--- src/rtl/i_type_decode_stage.sv ---
// Decode stage for RV32 OP-IMM words: turns raw instructions into ALU operand
// controls behind a two-entry (output + skid) valid/ready buffer.
module i_type_decode_stage (
    input  logic        clk,
    input  logic        rst_n,
    input  logic        flush,
    input  logic        in_valid,
    output logic        in_ready,
    input  logic [31:0] in_instr,
    input  logic [31:0] in_pc,
    output logic        out_valid,
    input  logic        out_ready,
    output logic [31:0] out_imm,
    output logic [2:0]  out_func3,
    output logic        out_srli_e,
    output logic [4:0]  out_rs1,
    output logic [4:0]  out_rd,
    output logic [31:0] out_pc,
    output logic        out_illegal,
    output logic [15:0] illegal_count
);

    localparam logic [6:0] OPC_OP_IMM = 7'b0010011;
    localparam logic [6:0] F7_ZERO    = 7'b0000000;
    localparam logic [6:0] F7_ALT     = 7'b0100000;

    typedef struct packed {
        logic [31:0] imm;
        logic [2:0]  func3;
        logic        srli_e;
        logic [4:0]  rs1;
        logic [4:0]  rd;
        logic [31:0] pc;
        logic        illegal;
    } entry_t;

    entry_t      dec;
    entry_t      out_q, out_d;
    entry_t      skid_q, skid_d;
    logic        out_valid_q, out_valid_d;
    logic        skid_valid_q, skid_valid_d;
    logic [15:0] illegal_count_q, illegal_count_d;
    logic        legal;
    logic        accept;
    logic        emit;

    // Decode of the word currently presented upstream.
    always_comb begin
        // NOTE: every variable gets a default at the top of always_comb so no path can infer a latch.
        dec    = '0;
        dec.pc = in_pc;
        unique case (in_instr[14:12])
            3'b001:  legal = (in_instr[31:25] == F7_ZERO);
            3'b101:  legal = (in_instr[31:25] == F7_ZERO) || (in_instr[31:25] == F7_ALT);
            default: legal = 1'b1;
        endcase
        legal = legal && (in_instr[6:0] == OPC_OP_IMM);

        if (legal) begin
            dec.func3 = in_instr[14:12];
            dec.rs1   = in_instr[19:15];
            dec.rd    = in_instr[11:7];
            if (in_instr[14:12] == 3'b001 || in_instr[14:12] == 3'b101) begin
                dec.imm = {27'b0, in_instr[24:20]};
            end else begin
                dec.imm = {{20{in_instr[31]}}, in_instr[31:20]};
            end
            dec.srli_e = (in_instr[14:12] == 3'b101) && !in_instr[30];
        end else begin
            // Illegal words go downstream as addi x0,x0,0 with the flag set.
            dec.illegal = 1'b1;
        end
    end

    assign in_ready = !skid_valid_q;
    assign accept   = in_valid && in_ready && !flush;
    assign emit     = out_valid_q && out_ready;

    always_comb begin
        out_d           = out_q;
        skid_d          = skid_q;
        out_valid_d     = out_valid_q;
        skid_valid_d    = skid_valid_q;
        illegal_count_d = illegal_count_q;

        if (flush) begin
            out_valid_d  = 1'b0;
            skid_valid_d = 1'b0;
        end else if (!out_valid_q || emit) begin
            // Output slot frees up: skid has priority so order stays FIFO.
            if (skid_valid_q) begin
                out_d        = skid_q;
                out_valid_d  = 1'b1;
                skid_valid_d = 1'b0;
            end else if (accept) begin
                out_d       = dec;
                out_valid_d = 1'b1;
            end else begin
                out_valid_d = 1'b0;
            end
        end else if (accept) begin
            skid_d       = dec;
            skid_valid_d = 1'b1;
        end

        if (accept && dec.illegal && illegal_count_q != 16'hFFFF) begin
            illegal_count_d = illegal_count_q + 16'd1;
        end
    end

    // NOTE: the data registers are reset too, so out_* reads as zero after reset rather than stale X.
    always_ff @(posedge clk or negedge rst_n) begin
        if (!rst_n) begin
            out_q           <= '0;
            skid_q          <= '0;
            out_valid_q     <= 1'b0;
            skid_valid_q    <= 1'b0;
            illegal_count_q <= '0;
        end else begin
            // NOTE: non-blocking assignments here so every flop samples pre-edge values.
            out_q           <= out_d;
            skid_q          <= skid_d;
            out_valid_q     <= out_valid_d;
            skid_valid_q    <= skid_valid_d;
            illegal_count_q <= illegal_count_d;
        end
    end

    assign out_valid     = out_valid_q;
    assign out_imm       = out_q.imm;
    assign out_func3     = out_q.func3;
    assign out_srli_e    = out_q.srli_e;
    assign out_rs1       = out_q.rs1;
    assign out_rd        = out_q.rd;
    assign out_pc        = out_q.pc;
    assign out_illegal   = out_q.illegal;
    assign illegal_count = illegal_count_q;

endmodule

--- config.mk ---
export PLATFORM = sky130hd
export DESIGN_NAME = i_type_decode_stage
export DESIGN_NICKNAME = d
export VERILOG_FILES = /design/src/rtl/i_type_decode_stage.sv
export SDC_FILE = /design/constraint.sdc
export NUM_CORES = 1
export LEC_CHECK = 0
export BUFFER_PORTS_ARGS = -buffer_cell sky130_fd_sc_hd__buf_2
export CELL_PAD_IN_SITES_DETAIL_PLACEMENT = 0
export CELL_PAD_IN_SITES_GLOBAL_PLACEMENT = 1
export CORE_MARGIN = 5
export CORE_UTILIZATION = 40
export CTS_CLUSTER_DIAMETER = 100
export CTS_CLUSTER_SIZE = 16
export DETAILED_ROUTE_END_ITERATION = 6
export PLACE_DENSITY_LB_ADDON = 0.08
export REMOVE_ABC_BUFFERS = 1
export SYNTH_ARGS = -nofsm -noshare
export SYNTH_HDL_FRONTEND = slang
export SYNTH_SLANG_ARGS = --single-unit
--- constraint.sdc ---
create_clock -name clk -period 2.3 [get_ports clk]
set_input_delay 0.23 -clock clk [delete_from_list [all_inputs] [get_ports clk]]
set_output_delay 0.23 -clock clk [all_outputs]
set_load 0.01 [all_outputs]
== Word-level counts from Yosys, hierarchy flattened ==
Index checks and enable logic that the tools add are counted.

* Bits in registers: 176
* Output and inout bits: 97
* Logic and storage cells: 58

* $add $sub $neg: 1
* Equality and inequality tests: 5
* Muxes and demuxes: 13
* Bitwise gates (word level): 2
* Reduce and logical (&&, ||, !) cells: 20

{| class="wikitable"
|+ Operator list
! operator !! count
|-
| 2-to-1 mux 79 bit || 2
|-
| 2-to-1 mux 46 bit || 1
|-
| 2-to-1 mux 32 bit || 1
|-
| adder 16 x 1 -> 16 bit (second input constant) || 1
|-
| inequality test 16 bit (second input constant) || 1
|-
| 2-to-1 mux 1 bit || 8
|-
| == test 7 x 5 -> 1 bit (second input constant) || 1
|-
| == test 7 x 6 -> 1 bit (second input constant) || 1
|-
| logical AND 1 bit || 7
|-
| zero test 7 bit || 1
|-
| AND reduction 3 bit || 2
|-
| zero test 1 bit || 4
|-
| nonzero test 2 bit || 2
|-
| == test 3 x 1 -> 1 bit (second input constant) || 1
|-
| == test 3 bit (second input constant) || 1
|-
| logical OR 1 bit || 3
|-
| nonzero test 3 bit || 1
|-
| inverter 1 bit || 2
|-
| case mux 1 bit (2 select lines) || 1
|}

== Logic depth before layout (Yosys ltp) ==
* Depth after elaboration: 7
* Gate-level depth with buffers: 9

== Worst setup path before layout ==
Ideal clock, no wire load.

* Path type: reg-to-reg
* Start: reg illegal_count_q[0] (netlist: illegal_count[0])
* End: reg illegal_count_q[1] (netlist: illegal_count[1])
* Library setup time: 128 ps
* Arrival time: 1712 ps
* Path slack: 460 ps
* Cell stages (with the launch flop): 7
* Buffers on the path: 0
* Path through: dfrtp_1 ha_1 and3_1 nand2_1 nor4_2 or3_1 mux2_1

* Cells in the longest elaborated chain, start to end: 2

{| class="wikitable"
|+ RTL lines
! item !! line !! source
|-
| start, declared || 42 || <nowiki>logic [15:0] illegal_count_q, illegal_count_d;</nowiki>
|-
| start signal, assigned || 125 || <nowiki>illegal_count_q <= illegal_count_d;</nowiki>
|-
| branches (longest 2 deep; another with adder 16 x 1 -> 16 bit) || n/a ||
|}

Several ways; the timed one is not identified.
A chain may end at the register's enable or synchronous reset.

== Worst setup path after layout ==
Ends and elaborated chain as after synthesis.

==> impl_metrics.toml <==
[critical_path]
reg2reg_from = "illegal_count[0]"
cp_slowest_stage_delay_ns = 0.47
crit_path_max_fanout = 6
cp-start-kind = "register"
crit_path_end_kind = "register"
path_class = "reg -> reg"
critical_path_arrival_ns = 2.44
required_ns = 2.61
worst_path_max_delay_cell = "nor4_2"
endpoint = "illegal_count[1]"
worstSetupPathDepth = 6
reg2regPathDepth = 6
worstSetupStartpoint = "illegal_count[0]"
critPathTopFamily = "simple AND/OR/NAND/NOR gates"
reg2reg_slack_ns = 0.17
worst-path-buf-inv = 0
r2r_end = "illegal_count[1]"
crit_chain = "ha_1 -> and3_1 -> nand2_1 -> nor4_2 -> or3_1 -> mux2_1"

[timing]
tightest_slew_ns = 0.712
finalCritPeriodShare_pct = 92.6
hold_viol_final = 0
fin_skew_ns = 0.00728
slew_violations = 0
fin_crit_ns = 2.13
tns_ns = 0
slew_headroom_pct = 52.5
max_freq_mhz = 469
setup_ws_ns = 0.170
setup_viol = 0
rsz0062_at_grt = "no"

[yosys]
synth.area.top_cells = "dfrtp_1, mux2_2, nand2_1"
synth-seq-cells = 136
yosys_warnings = 0
synth_top_cell_area_share_pct = 56.3
syn_inst = 570
syn_area_mm2 = 0.00604
yosys.area.top_type = "dfrtp_1"
yosysUniqueCellTypes = 39
ys_seq_area_share_pct = 56.3
avgSynthCellArea_um2 = 10.6

[drt]
drt-initial-drc-count = 179
wl_per_cell_um = 16.1
vias = 4636
viasPerCell = 5.06
drc = 0
wirelength_mm = 14.8
dr.pass1.iters = 4
ant_nets = 0

[placed_design]
post-place-ws_ns = 0.207
place_hpwl_mm = 9.97
gp_congestion = 0.817
port_buffers = 165
placed_area_mm2 = 0.00693

[clock_network]
clk_pin_slew_ns = 0.06
clk_path_buf_depth = 2
ctsResizeCount = 0
cts_inserted_buffers = 17
cts_tree = "yes"
clock_latency_ns = 0.42
cts_num_sinks = 136
htree_levels = 4
root_buffer = "clkbuf_16"

[global_route]
grt_max_degree = 66
grt_pass1_wl_mm = 24.2
antenna_found_initial = 0
grt_usage_pct = 17.3
grt_pass1_vias = 4749
gr-total-overflow = 0

[worst_hold_path]
min_path_type = "in -> reg"

[final_layout]
final_common_cell = "buf_2"
syn2layout_area_growth_pct = 25.0
antenna_cells = 0
finalNetCount = 786
final_util_pct = 50.2
layout_common_cells = "buf_2, dfrtp_1, nand2_1, o21ai_0, a21oi_1"
drive_above_1_share_pct = 35.4
design_area_mm2 = 0.00755

[pwr]
leakage_nw = 3.66
p_per_area_mw_per_mm2 = 877
pwr-share-clk_pct = 42.3
comb_power_share_pct = 13.6
switchingPower_mw = 1.75
intPower_mw = 4.88
vdd_drop_max_mv = 0.522
power.total_mw = 6.62
switching_share_pct = 26.4
pwr-share-seq_pct = 44.0

[die]
fp.dieW_um = 133
die_h_um = 133
start_util_pct = 40.2
die_area_mm2 = 0.0177
core_area_mm2 = 0.0150
ioPinCount = 166
num_rows = 45

[job]
max_cap_violations = 0

[run_status]
status = "finished, final reports clean"
per-layer routing:
layer	up-vias	track usage (%)	share of wire [%]
li1	2239	-	-
met1	2262	22.1	45
met2	115	27.4	48
met3	20	4.94	5.0
met4	0	7.51	1.7
met5	-	0	0
power by group through the flow:
| stage | logic (mW) | registers, mW | clock network (mW) |
|---|---|---|---|
| 2_1_floorplan | 0.353 | 3.04 | 0 |
| 3_3_place_gp | 0.913 | 2.94 | 0 |
| 3_5_place_dp | 0.928 | 2.96 | 0 |
| 4_1_cts | 0.929 | 2.92 | 2.87 |
| 5_1_grt | 1.02 | 2.96 | 2.96 |
| 6_report | 0.903 | 2.92 | 2.80 |
logic make-up after synthesis:
kind of cell / synth area share, %
compound gates: 9.92
fa+ha+maj: 0.207
flops: 56.3
simple gates: 14.0
buf+inv: 5.74
xor+xnor: 1.59
mux: 12.2
sequential cells by signal, summed over array words and instances, names as in the netlist, 3 cells and up:
name / flops
out_pc: 32
illegal_count: 16
out_rd: 5
out_imm: 12
out_func3: 3
skid_q: 59
out_rs1: 5
synthesized netlist by cell type (all sizes together):
| cell type | n |
|---|---|
| nor2 | 14 |
| nand2 | 97 |
| xor2 | 9 |
| nor4b | 2 |
| nand4b | 2 |
| nor2b | 1 |
| nor3 | 7 |
| nor4 | 9 |
| buf | 40 |
| and2 | 1 |
| a21o | 1 |
| and4 | 1 |
| xnor2 | 2 |
| a21oi | 37 |
| nand2b | 3 |
| nand4 | 3 |
| or4 | 1 |
| ha | 1 |
| dfrtp | 136 |
| or2 | 1 |
| mux2 | 36 |
| o21ai | 79 |
| and2b | 1 |
| or3 | 2 |
| and3 | 20 |
| mux2i | 33 |
| inv | 2 |
| clkbuf | 16 |
| nand3 | 13 |
stage by stage:
step,hold slack [ns],instances
after floorplan,-0.0656,514
after global placement,0.235,884
after detailed placement,0.240,884
after CTS,0.0330,917
after global routing,0.0457,917
final,0.0462,917
final cells by class:
type	count	area [um^2]
Clock buffer	18	439
Timing Repair Buffer	183	982
Clock inverter	14	174
Inverter	2	7.51
Tap cell	188	235
Sequential cell	136	3400
Multi-Input combinational cell	376	2310
Fill cell	1419	7480
worst min-delay path by stage:
stage | slack [ns] | to | startpoint | depth (start not counted)
2_1_floorplan | -0.07 | illegal_count[0] | rst_n | 0
3_3_place_gp | 0.24 | out_pc[29] | rst_n | 1
3_5_place_dp | 0.24 | out_pc[31] | rst_n | 1
4_1_cts | 0.03 | skid_q[8] | in_pc[7] | 2
5_1_grt | 0.05 | skid_q[6] | in_pc[5] | 2
6_report | 0.05 | skid_q[8] | in_pc[7] | 2
timing repair:
action | 4_1_cts | 5_1_grt
hold endpoints to repair | 54 | 0
setup buffers | 0 | 0
hold buffers | 1 | 0
(Power assumes the default switching activity.)
